## config.mk

```make
export PLATFORM = sky130hd
export DESIGN_NAME = comp_serial_sched_flat
export DESIGN_NICKNAME = d
export VERILOG_FILES = /design/src/rtl/comp_sched_pkg.sv /design/src/rtl/comp_serial_sched_if.sv /design/src/rtl/comp_serial_sched_core.sv /design/src/rtl/comp_serial_sched.sv /design/src/flat_wrapper.sv
export SDC_FILE = /design/constraint.sdc
export NUM_CORES = 1
export LEC_CHECK = 0
export BUFFER_PORTS_ARGS = -buffer_cell sky130_fd_sc_hd__buf_4
export CAP_MARGIN = 10
export CORE_AREA = 2 2 45 57
export CTS_CLUSTER_SIZE = 25
export DETAILED_ROUTE_END_ITERATION = 8
export DIE_AREA = 0 0 47 59
export PLACE_DENSITY = 0.68
export SLEW_MARGIN = 20
export SYNTH_ARGS = -nofsm -noshare
export SYNTH_HDL_FRONTEND = slang
export SYNTH_SLANG_ARGS = --single-unit
```

## constraint.sdc

```tcl
create_clock -name clk -period 2.44 [get_ports clk]
set_input_delay 0.366 -clock clk [delete_from_list [all_inputs] [get_ports clk]]
set_output_delay 0.366 -clock clk [all_outputs]
set_load 0.01 [all_outputs]
```

## src/rtl/comp_sched_pkg.sv

```systemverilog
// Shared encodings and reset constants for the serial comparator scheduler.
package comp_sched_pkg;

  localparam int DEFAULT_WIDTH = 4;

  typedef enum logic [1:0] {
    IDLE  = 2'd0,
    SHIFT = 2'd1,
    DONE  = 2'd2
  } state_t;

  localparam logic FLAG_G_RST = 1'b0;
  localparam logic FLAG_E_RST = 1'b1;
  localparam logic FLAG_L_RST = 1'b0;

endpackage

```

## src/rtl/comp_serial_sched_if.sv

```systemverilog
// Requester and result handshakes of the serial comparator scheduler.
interface comp_serial_sched_if
  import comp_sched_pkg::*;
#(
  parameter int WIDTH = DEFAULT_WIDTH
);

  logic             req0_valid;
  logic             req0_ready;
  logic [WIDTH-1:0] req0_a;
  logic [WIDTH-1:0] req0_b;
  logic             req1_valid;
  logic             req1_ready;
  logic [WIDTH-1:0] req1_a;
  logic [WIDTH-1:0] req1_b;
  logic             res_valid;
  logic             res_ready;
  logic             res_id;
  logic             res_g;
  logic             res_e;
  logic             res_l;

  modport master (
    output req0_valid, req0_a, req0_b, req1_valid, req1_a, req1_b, res_ready,
    input  req0_ready, req1_ready, res_valid, res_id, res_g, res_e, res_l
  );

  modport slave (
    input  req0_valid, req0_a, req0_b, req1_valid, req1_a, req1_b, res_ready,
    output req0_ready, req1_ready, res_valid, res_id, res_g, res_e, res_l
  );

endinterface

```

## src/rtl/comp_serial_sched_core.sv

```systemverilog
// Bit-serial MSB-first magnitude comparator; flags freeze at the first differing bit.
module comp_serial_core
  import comp_sched_pkg::*;
(
  input  logic clk,
  input  logic reset,
  input  logic clear,
  input  logic en,
  input  logic a_bit,
  input  logic b_bit,
  output logic gout,
  output logic eout,
  output logic lout
);

  always_ff @(posedge clk or posedge reset) begin
    if (reset) begin
      gout <= FLAG_G_RST;
      eout <= FLAG_E_RST;
      lout <= FLAG_L_RST;
    end else if (clear) begin
      gout <= FLAG_G_RST;
      eout <= FLAG_E_RST;
      lout <= FLAG_L_RST;
    end else if (en && eout) begin
      if (a_bit && !b_bit) begin
        gout <= 1'b1;
        eout <= 1'b0;
      end else if (!a_bit && b_bit) begin
        lout <= 1'b1;
        eout <= 1'b0;
      end
    end
  end

endmodule

```

## src/rtl/comp_serial_sched.sv

```systemverilog
// Round-robin scheduler sharing one serial comparator core between two requesters.
// state | meaning
// IDLE  | arbitrate and accept one operand pair
// SHIFT | feed one bit pair per cycle, MSB first
// DONE  | hold result until consumed
module comp_serial_sched
  import comp_sched_pkg::*;
#(
  parameter int WIDTH = DEFAULT_WIDTH
) (
  input logic clk,
  input logic reset,
  comp_serial_sched_if.slave bus
);

  localparam int IDX_W = $clog2(WIDTH);

  state_t           state_q, state_d;
  logic [WIDTH-1:0] a_q, b_q;
  logic [IDX_W-1:0] idx_q;
  logic             id_q, last_id_q;
  logic             grant, load, dec, core_clear, core_en;
  logic             bit_a, bit_b, last_bit;

  // On a tie the requester not served last wins; a lone requester always wins.
  always_comb begin
    grant = 1'b0;
    if (bus.req0_valid && bus.req1_valid) grant = ~last_id_q;
    else if (bus.req1_valid)              grant = 1'b1;
  end

  assign bus.req0_ready = (state_q == IDLE) && bus.req0_valid && !grant;
  assign bus.req1_ready = (state_q == IDLE) && bus.req1_valid && grant;
  assign load           = bus.req0_ready || bus.req1_ready;

  assign bit_a    = a_q[idx_q];
  assign bit_b    = b_q[idx_q];
  assign last_bit = (bit_a != bit_b) || (idx_q == '0);

  always_comb begin
    state_d    = state_q;
    core_clear = 1'b0;
    core_en    = 1'b0;
    dec        = 1'b0;
    case (state_q)
      IDLE: begin
        if (load) begin
          state_d    = SHIFT;
          core_clear = 1'b1;
        end
      end
      SHIFT: begin
        core_en = 1'b1;
        if (last_bit) state_d = DONE;
        else          dec     = 1'b1;
      end
      DONE: begin
        if (bus.res_ready) state_d = IDLE;
      end
      default: state_d = IDLE;
    endcase
  end

  always_ff @(posedge clk or posedge reset) begin
    if (reset) begin
      state_q   <= IDLE;
      a_q       <= '0;
      b_q       <= '0;
      idx_q     <= '0;
      id_q      <= 1'b0;
      last_id_q <= 1'b1;
    end else begin
      state_q <= state_d;
      if (load) begin
        a_q   <= grant ? bus.req1_a : bus.req0_a;
        b_q   <= grant ? bus.req1_b : bus.req0_b;
        id_q  <= grant;
        idx_q <= IDX_W'(WIDTH - 1);
      end else if (dec) begin
        idx_q <= idx_q - IDX_W'(1);
      end
      if ((state_q == DONE) && bus.res_ready) last_id_q <= id_q;
    end
  end

  comp_serial_core u_core (
    .clk   (clk),
    .reset (reset),
    .clear (core_clear),
    .en    (core_en),
    .a_bit (bit_a),
    .b_bit (bit_b),
    .gout  (bus.res_g),
    .eout  (bus.res_e),
    .lout  (bus.res_l)
  );

  assign bus.res_valid = (state_q == DONE);
  assign bus.res_id    = id_q;

endmodule
```

## src/flat_wrapper.sv

```systemverilog
// flat-port wrapper written by rule: the top's interface ports become plain ports
module comp_serial_sched_flat import comp_sched_pkg::*;
#(
  parameter int WIDTH = DEFAULT_WIDTH
)
  (clk, reset, bus_req0_valid, bus_req0_a, bus_req0_b, bus_req1_valid, bus_req1_a, bus_req1_b, bus_res_ready, bus_req0_ready, bus_req1_ready, bus_res_valid, bus_res_id, bus_res_g, bus_res_e, bus_res_l);
  comp_serial_sched_if #(.WIDTH(WIDTH)) bus_i ();
  input logic clk;
  input logic reset;
  input wire logic [$bits(bus_i.req0_valid)-1:0] bus_req0_valid;
  input wire logic [$bits(bus_i.req0_a)-1:0] bus_req0_a;
  input wire logic [$bits(bus_i.req0_b)-1:0] bus_req0_b;
  input wire logic [$bits(bus_i.req1_valid)-1:0] bus_req1_valid;
  input wire logic [$bits(bus_i.req1_a)-1:0] bus_req1_a;
  input wire logic [$bits(bus_i.req1_b)-1:0] bus_req1_b;
  input wire logic [$bits(bus_i.res_ready)-1:0] bus_res_ready;
  output wire logic [$bits(bus_i.req0_ready)-1:0] bus_req0_ready;
  output wire logic [$bits(bus_i.req1_ready)-1:0] bus_req1_ready;
  output wire logic [$bits(bus_i.res_valid)-1:0] bus_res_valid;
  output wire logic [$bits(bus_i.res_id)-1:0] bus_res_id;
  output wire logic [$bits(bus_i.res_g)-1:0] bus_res_g;
  output wire logic [$bits(bus_i.res_e)-1:0] bus_res_e;
  output wire logic [$bits(bus_i.res_l)-1:0] bus_res_l;
  assign bus_i.req0_valid = bus_req0_valid;
  assign bus_i.req0_a = bus_req0_a;
  assign bus_i.req0_b = bus_req0_b;
  assign bus_i.req1_valid = bus_req1_valid;
  assign bus_i.req1_a = bus_req1_a;
  assign bus_i.req1_b = bus_req1_b;
  assign bus_i.res_ready = bus_res_ready;
  assign bus_req0_ready = bus_i.req0_ready;
  assign bus_req1_ready = bus_i.req1_ready;
  assign bus_res_valid = bus_i.res_valid;
  assign bus_res_id = bus_i.res_id;
  assign bus_res_g = bus_i.res_g;
  assign bus_res_e = bus_i.res_e;
  assign bus_res_l = bus_i.res_l;
  comp_serial_sched #(.WIDTH(WIDTH)) u_core (.clk(clk), .reset(reset), .bus(bus_i));
endmodule
```

; Word-level counts from Yosys, hierarchy flattened
; Index checks and enable logic that the tools add are counted.
[totals]
register_bits = 17
in_bits = 21
output_inout_bits = 7
wordCells = 74
[classes]
add_sub_neg = 1
order_cmp = 1
eq_ne = 7
muxes = 30
bitwise = 1
reduce_logical = 25
[op_table]
columns = cell, count
row1 = 1-bit 2-to-1 mux, 20
row2 = 2-bit 2-to-1 mux, 5
row3 = 1-bit logical AND, 9
row4 = 4-bit 2-to-1 mux, 2
row5 = 2-bit nonzero test, 4
row6 = "2-bit by 1-bit != test with 1-bit output, second input constant", 3
row7 = 2-bit one-hot mux with 3 select lines, 1
row8 = 3-bit AND reduction, 2
row9 = 1-bit binary-select mux with 2-bit select, 2
row10 = 2-bit zero test, 2
row11 = 2-bit AND reduction, 2
row12 = 1-bit zero test, 3
row13 = "2-bit by 3-bit less-than comparator with 1-bit output, second input constant", 1
row14 = 3-bit nonzero test, 1
row15 = "2-bit by 1-bit == test with 1-bit output, second input constant", 1
row16 = "2-bit == test, second input constant", 1
row17 = 1-bit logical OR, 2
row18 = "2-bit != test, second input constant", 1
row19 = "2-bit by 1-bit subtractor with 2-bit output, second input constant", 1
row20 = 1-bit != test, 1
row21 = 1-bit NOT, 1

; Longest topological paths before layout
[logic_depth]
word_depth = 9
ltp_mapped = 6
mapped_depth_nobuf = 6

; Modules after synthesis
; A second synthesis with hierarchy kept.
[hier_totals]
hier_cells = 92
area_unflattened_um2 = 957.2
[modules_own_cells]
columns = mod, instances, cells_per_inst, area_each_um2, seq_area_each_um2
row1 = comp_serial_sched, 1, 79, 818.3, 351.6
row2 = comp_serial_core, 1, 13, 138.9, 76.3

; Worst setup path before layout
; OpenSTA, ideal clock, no wires.
[synth_timing]
kind = register to register
start = register u_core.idx_q[0]
end = register u_core.idx_q[0]
setup_time_ns = 0.139
arrival_time_ns = 1.590
required_ns = 2.301
path_slack_ns = 0.710
path_stages_with_launch = 6
path_buffers = 0
synth_period_minus_slack_ns = 1.730
path_cell_list = dfrtp_1 > mux4_2 > ha_1 > nand4bb_1 > xnor2_1 > nand2_1
[synth_via]
elab_chain_len = 7
elab_cells_between_ends = 13
classes_between = add/sub (1) / eq/ne (1) / mux (8) / reduce/logical (3)
[synth_rtl]
columns = element, line_no
row1 = start: declaration, comp_serial_sched.sv:20  ; logic [IDX_W-1:0] idx_q;
row2 = start signal: assignment, comp_serial_sched.sv:78  ; idx_q <= IDX_W'(WIDTH - 1);
row3 = start signal: assignment, comp_serial_sched.sv:80  ; idx_q <= idx_q - IDX_W'(1);
row4 = 1-bit binary-select mux with 2-bit select (on tied branches), "comp_serial_sched.sv:36, comp_serial_sched.sv:37"
row5 = 1-bit 2-to-1 mux (on tied branches), "comp_serial_sched.sv:36, comp_serial_sched.sv:37"
row6 = 1-bit != test, comp_serial_sched.sv:38  ; assign last_bit = (bit_a != bit_b) || (idx_q == '0);
row7 = 1-bit logical OR, comp_serial_sched.sv:38
row8 = 1-bit 2-to-1 mux, comp_serial_sched.sv:54  ; if (last_bit) state_d = DONE;
row9 = 1-bit 2-to-1 mux, comp_serial_sched.sv:45  ; case (state_q)
row10 = 2-bit nonzero test (no line), --
; Parallel ways exist; a longest one is shown, timed or not. The select of a mux whose other input is x is not followed.
; A chain may end at the register's enable or synchronous reset.

; Worst setup path after layout
[layout_timing]
start = register u_core.last_id_q
end = output port bus_req0_ready
[layout_via]
elab_chain_len = 4
[layout_rtl]
columns = element, line_no
row1 = start: declaration, comp_serial_sched.sv:21  ; logic id_q, last_id_q;
row2 = start signal: assignment, comp_serial_sched.sv:82  ; if ((state_q == DONE) && bus.res_ready) last_id_q <= id_q;
row3 = 1-bit NOT, comp_serial_sched.sv:28  ; if (bus.req0_valid && bus.req1_valid) grant = ~last_id_q;
row4 = 1-bit 2-to-1 mux, comp_serial_sched.sv:28
row5 = 1-bit zero test, comp_serial_sched.sv:32  ; assign bus.req0_ready = (state_q == IDLE) && bus.req0_valid && !grant;
row6 = 1-bit logical AND, comp_serial_sched.sv:32
row7 = end: declaration, flat_wrapper.sv:17  ; output wire logic [$bits(bus_i.req0_ready)-1:0] bus_req0_ready;
; No other way between the ends.

==> flow_metrics.py <==
metrics = {
    "status": {
        "status": "completed",
    },
    "yosys": {
        "synth_top_family_by_area": "multiplexers",
        "synth_xor_area_frac": 0.00919,
        "synth_compound_area_frac": 0.0682,
        "synth.ff_latch_count": 17,
        "yosys.area_share.adder": 0.0394,
        "netlist_area_sq_um": 953,
        "synthCells": 72,
        "ys_seq_area_frac": 0.449,
        "yosysUniqueCellTypes": 25,
        "synth_nets": 96,
        "syn_area_per_cell_sq_um": 13.2,
        "yosys.area_share.simple": 0.0827,
        "synth_warnings": 0,
        "muxShareOfSynthArea": 0.311,
    },
    "setup_path": {
        "critical_path.cell_chain": "a21bo_1 -> and3_2 -> buf_4",
        "required_ns": 2.07,
        "crit_family": "flip-flops",
        "startpoint_type": "flip-flop",
        "reg2reg_depth": 5,
        "reg2reg_from": "u_core.idx_q[0]$_DFFE_PP0P_",
        "crit_buf_inv": 1,
        "critPathMaxFanout": 10,
        "max_stage_delay_ns": 0.54,
        "reg2reg_to": "u_core.idx_q[0]$_DFFE_PP0P_",
        "crit_type": "flip-flop to primary output",
        "arrival_ns": 1.60,
        "endpoint_kind": "primary output",
        "critPathSlowestCell": "dfstp_2",
        "r2r_slack_ns": 0.62,
    },
    "clocking": {
        "htreeDepth": 1,
        "holdBufCountCts": 0,
        "cts_tree": "yes",
        "ctsResizeCount": 0,
        "cts_root_buffer": "clkbuf_4",
        "cts_buffer_depth": 2,
        "clk_latency_ns": 0.29,
        "cts_setup_buffers": 0,
        "cts_sinks": 17,
        "numCtsBuffers": 3,
        "path_clk_slew_ns": 0.10,
    },
    "global_route": {
        "grt.total_usage": 0.145,
        "grt_pass1_vias": 671,
        "grt_pass1_wl_um": 2750,
        "grt-ovfl-total": 0,
        "antenna_found_initial": 0,
        "grt_max_degree": 18,
    },
    "sta": {
        "setup_viol": 0,
        "min_period_over_period": 0.806,
        "rsz0062_at_grt": "false",
        "max-slew-margin-rel": 0.589,
        "fin_crit_ns": 1.97,
        "tightest_slew_ns": 0.616,
        "max_freq_ghz": 0.508,
        "fin_tns_setup_ns": 0,
        "timing.hold.ws_ns": 0.138,
        "fin_ws_ns": 0.472,
        "hold_violations": 0,
        "skew_ns": 0.00268,
        "drv_slew": 0,
    },
    "detailed_routing": {
        "drt_iter0_drc": 12,
        "routed_wl_um": 1550,
        "routedWlPerCell_um": 11.8,
        "firstDrtPassIters": 4,
        "drtAntennaViolNets": 0,
        "drcViolationCount": 0,
        "via_per_inst": 4.90,
        "dr_total_vias": 647,
    },
    "floorplanning": {
        "initial_core_util": 0.436,
        "io_pins": 28,
        "die_w_um": 47,
        "coreArea_sq_um": 2190,
        "num_rows": 19,
        "dieHeight_um": 59,
        "dieArea_sq_um": 2770,
    },
    "pwr": {
        "power.static_leakage_uw": 0.000622,
        "ir_drop_uv": 597,
        "pwr_density_cell_nw_per_um2": 1090,
        "finalPower_uw": 1310,
    },
    "place": {
        "post-place-ws_ns": 0.621,
        "io_buffer_count": 27,
        "place.gp.congestion": 0.695,
        "post-dp-hpwl_um": 1240,
    },
    "cells_and_area": {
        "antenna_cells": 0,
        "drive_gt1_frac": 0.515,
        "area_growth_pct": 26.4,
        "fin_nets": 126,
    },
    "worst_hold_path": {
        "worstHoldPathType": "primary input to asynchronous set/reset pin",
    },
    "job": {
        "maxCapViolations": 0,
    },
}
sequential cells by signal, summed over array words and instances (netlist names):
name and cells:
u_core.a_q 4, u_core.b_q 4, u_core.bus.res_id 1, u_core.idx_q 2, u_core.last_id_q 1, u_core.state_q 2, u_core.u_core.eout 1, u_core.u_core.gout 1
u_core.u_core.lout 1
final cells by class:
| class | count | area [sq um] |
|---|---|---|
| well taps | 31 | 38.8 |
| repair buffers | 27 | 203 |
| clock buffers | 4 | 26.3 |
| multi-input cells | 47 | 487 |
| fillers | 210 | 982 |
| flip-flops and latches | 17 | 428 |
| inverters | 6 | 22.5 |
cells in the mapped netlist:
| cell | instances | area, sq um |
|---|---|---|
| a31oi_1 | 1 | 6.26 |
| dfstp_2 | 2 | 52.6 |
| xnor2_1 | 1 | 8.76 |
| a21o_1 | 1 | 7.51 |
| buf_6 | 1 | 11.3 |
| inv_1 | 6 | 22.5 |
| a21bo_1 | 1 | 10.0 |
| mux2_2 | 1 | 11.3 |
| o211ai_1 | 1 | 7.51 |
| buf_2 | 1 | 5.00 |
| nand4bb_1 | 1 | 11.3 |
| nand2b_1 | 2 | 12.5 |
| o21a_1 | 1 | 7.51 |
| mux4_2 | 2 | 45.0 |
| nand2_1 | 5 | 18.8 |
| dfrtp_1 | 15 | 375 |
| mux2_4 | 16 | 240 |
| ha_1 | 3 | 37.5 |
| o21ai_0 | 2 | 10.0 |
| nor2b_1 | 2 | 12.5 |
| a41oi_1 | 1 | 8.76 |
| and3_2 | 1 | 7.51 |
| nor3_1 | 1 | 5.00 |
| a21boi_0 | 1 | 7.51 |
| nor2_1 | 3 | 11.3 |
layout by cell type, fill, tap and decap left out, types with 2 or more instances in the layout:
master and n:
buf_4 27, mux2_4 16, dfrtp_1 15, inv_1 6, nand2_1 5, nor2_1 3, ha_1 3, clkbuf_4 3
nor2b_1 2, o21ai_0 2, nand2b_1 2, mux4_2 2, dfstp_2 2
routing by layer:
| metal | global-route usage | part of all wire | up-vias |
|---|---|---|---|
| met5 | 0 | 0 | - |
| met3 | 0.0274 | 0.041 | 4 |
| li1 | - | - | 313 |
| met4 | 0.131 | 0.044 | 0 |
| met1 | 0.158 | 0.40 | 313 |
| met2 | 0.227 | 0.51 | 17 |
worst max path at each step:
| stage | startpoint | endpoint | cells past startpoint |
|---|---|---|---|
| after global placement | u_core.idx_q[0]$_DFFE_PP0P_ | u_core.idx_q[0]$_DFFE_PP0P_ | 5 |
| after global routing | u_core.last_id_q$_DFFE_PP1P_ | bus_req0_ready | 3 |
| after detailed placement | u_core.idx_q[0]$_DFFE_PP0P_ | u_core.idx_q[0]$_DFFE_PP0P_ | 5 |
| final | u_core.last_id_q$_DFFE_PP1P_ | bus_req0_ready | 3 |
| after CTS | u_core.last_id_q$_DFFE_PP1P_ | bus_req0_ready | 3 |
| after floorplan | u_core.idx_q[0]$_DFFE_PP0P_ | u_core.idx_q[0]$_DFFE_PP0P_ | 5 |
report_power, final:
part           internal (uW)  leakage (uW)  switching, uW
Sequential               421      0.000199           92.7
Clock                   63.7     0.0000150           88.4
Combinational            389      0.000408            260
Total                    874      0.000622            441
worst reg2reg max path, stage by stage (launching register included):
cell and delay (ns):
dfrtp_1 0.40, mux4_2 0.52, ha_1 0.30, nand4bb_1 0.21, xnor2_1 0.19, nand2_1 0.06
per-stage QoR:
step / cells / util / instance area, sq um
global placement: 128 / 0.539 / 1180
finish: 132 / 0.551 / 1200
CTS: 132 / 0.551 / 1200
global route: 132 / 0.551 / 1200
detailed placement: 128 / 0.539 / 1180
floorplan: 72 / - / 953
cells by family (layout without fill, tap and decap cells):
family / after synthesis / in the layout
simple gates: 15 / 15
fa+ha+maj: 3 / 3
buf+inv: 8 / 37
compound gates: 9 / 9
xor+xnor: 1 / 1
mux: 19 / 19
flops: 17 / 17
No activity file was read; power rests on OpenSTA's default activity.
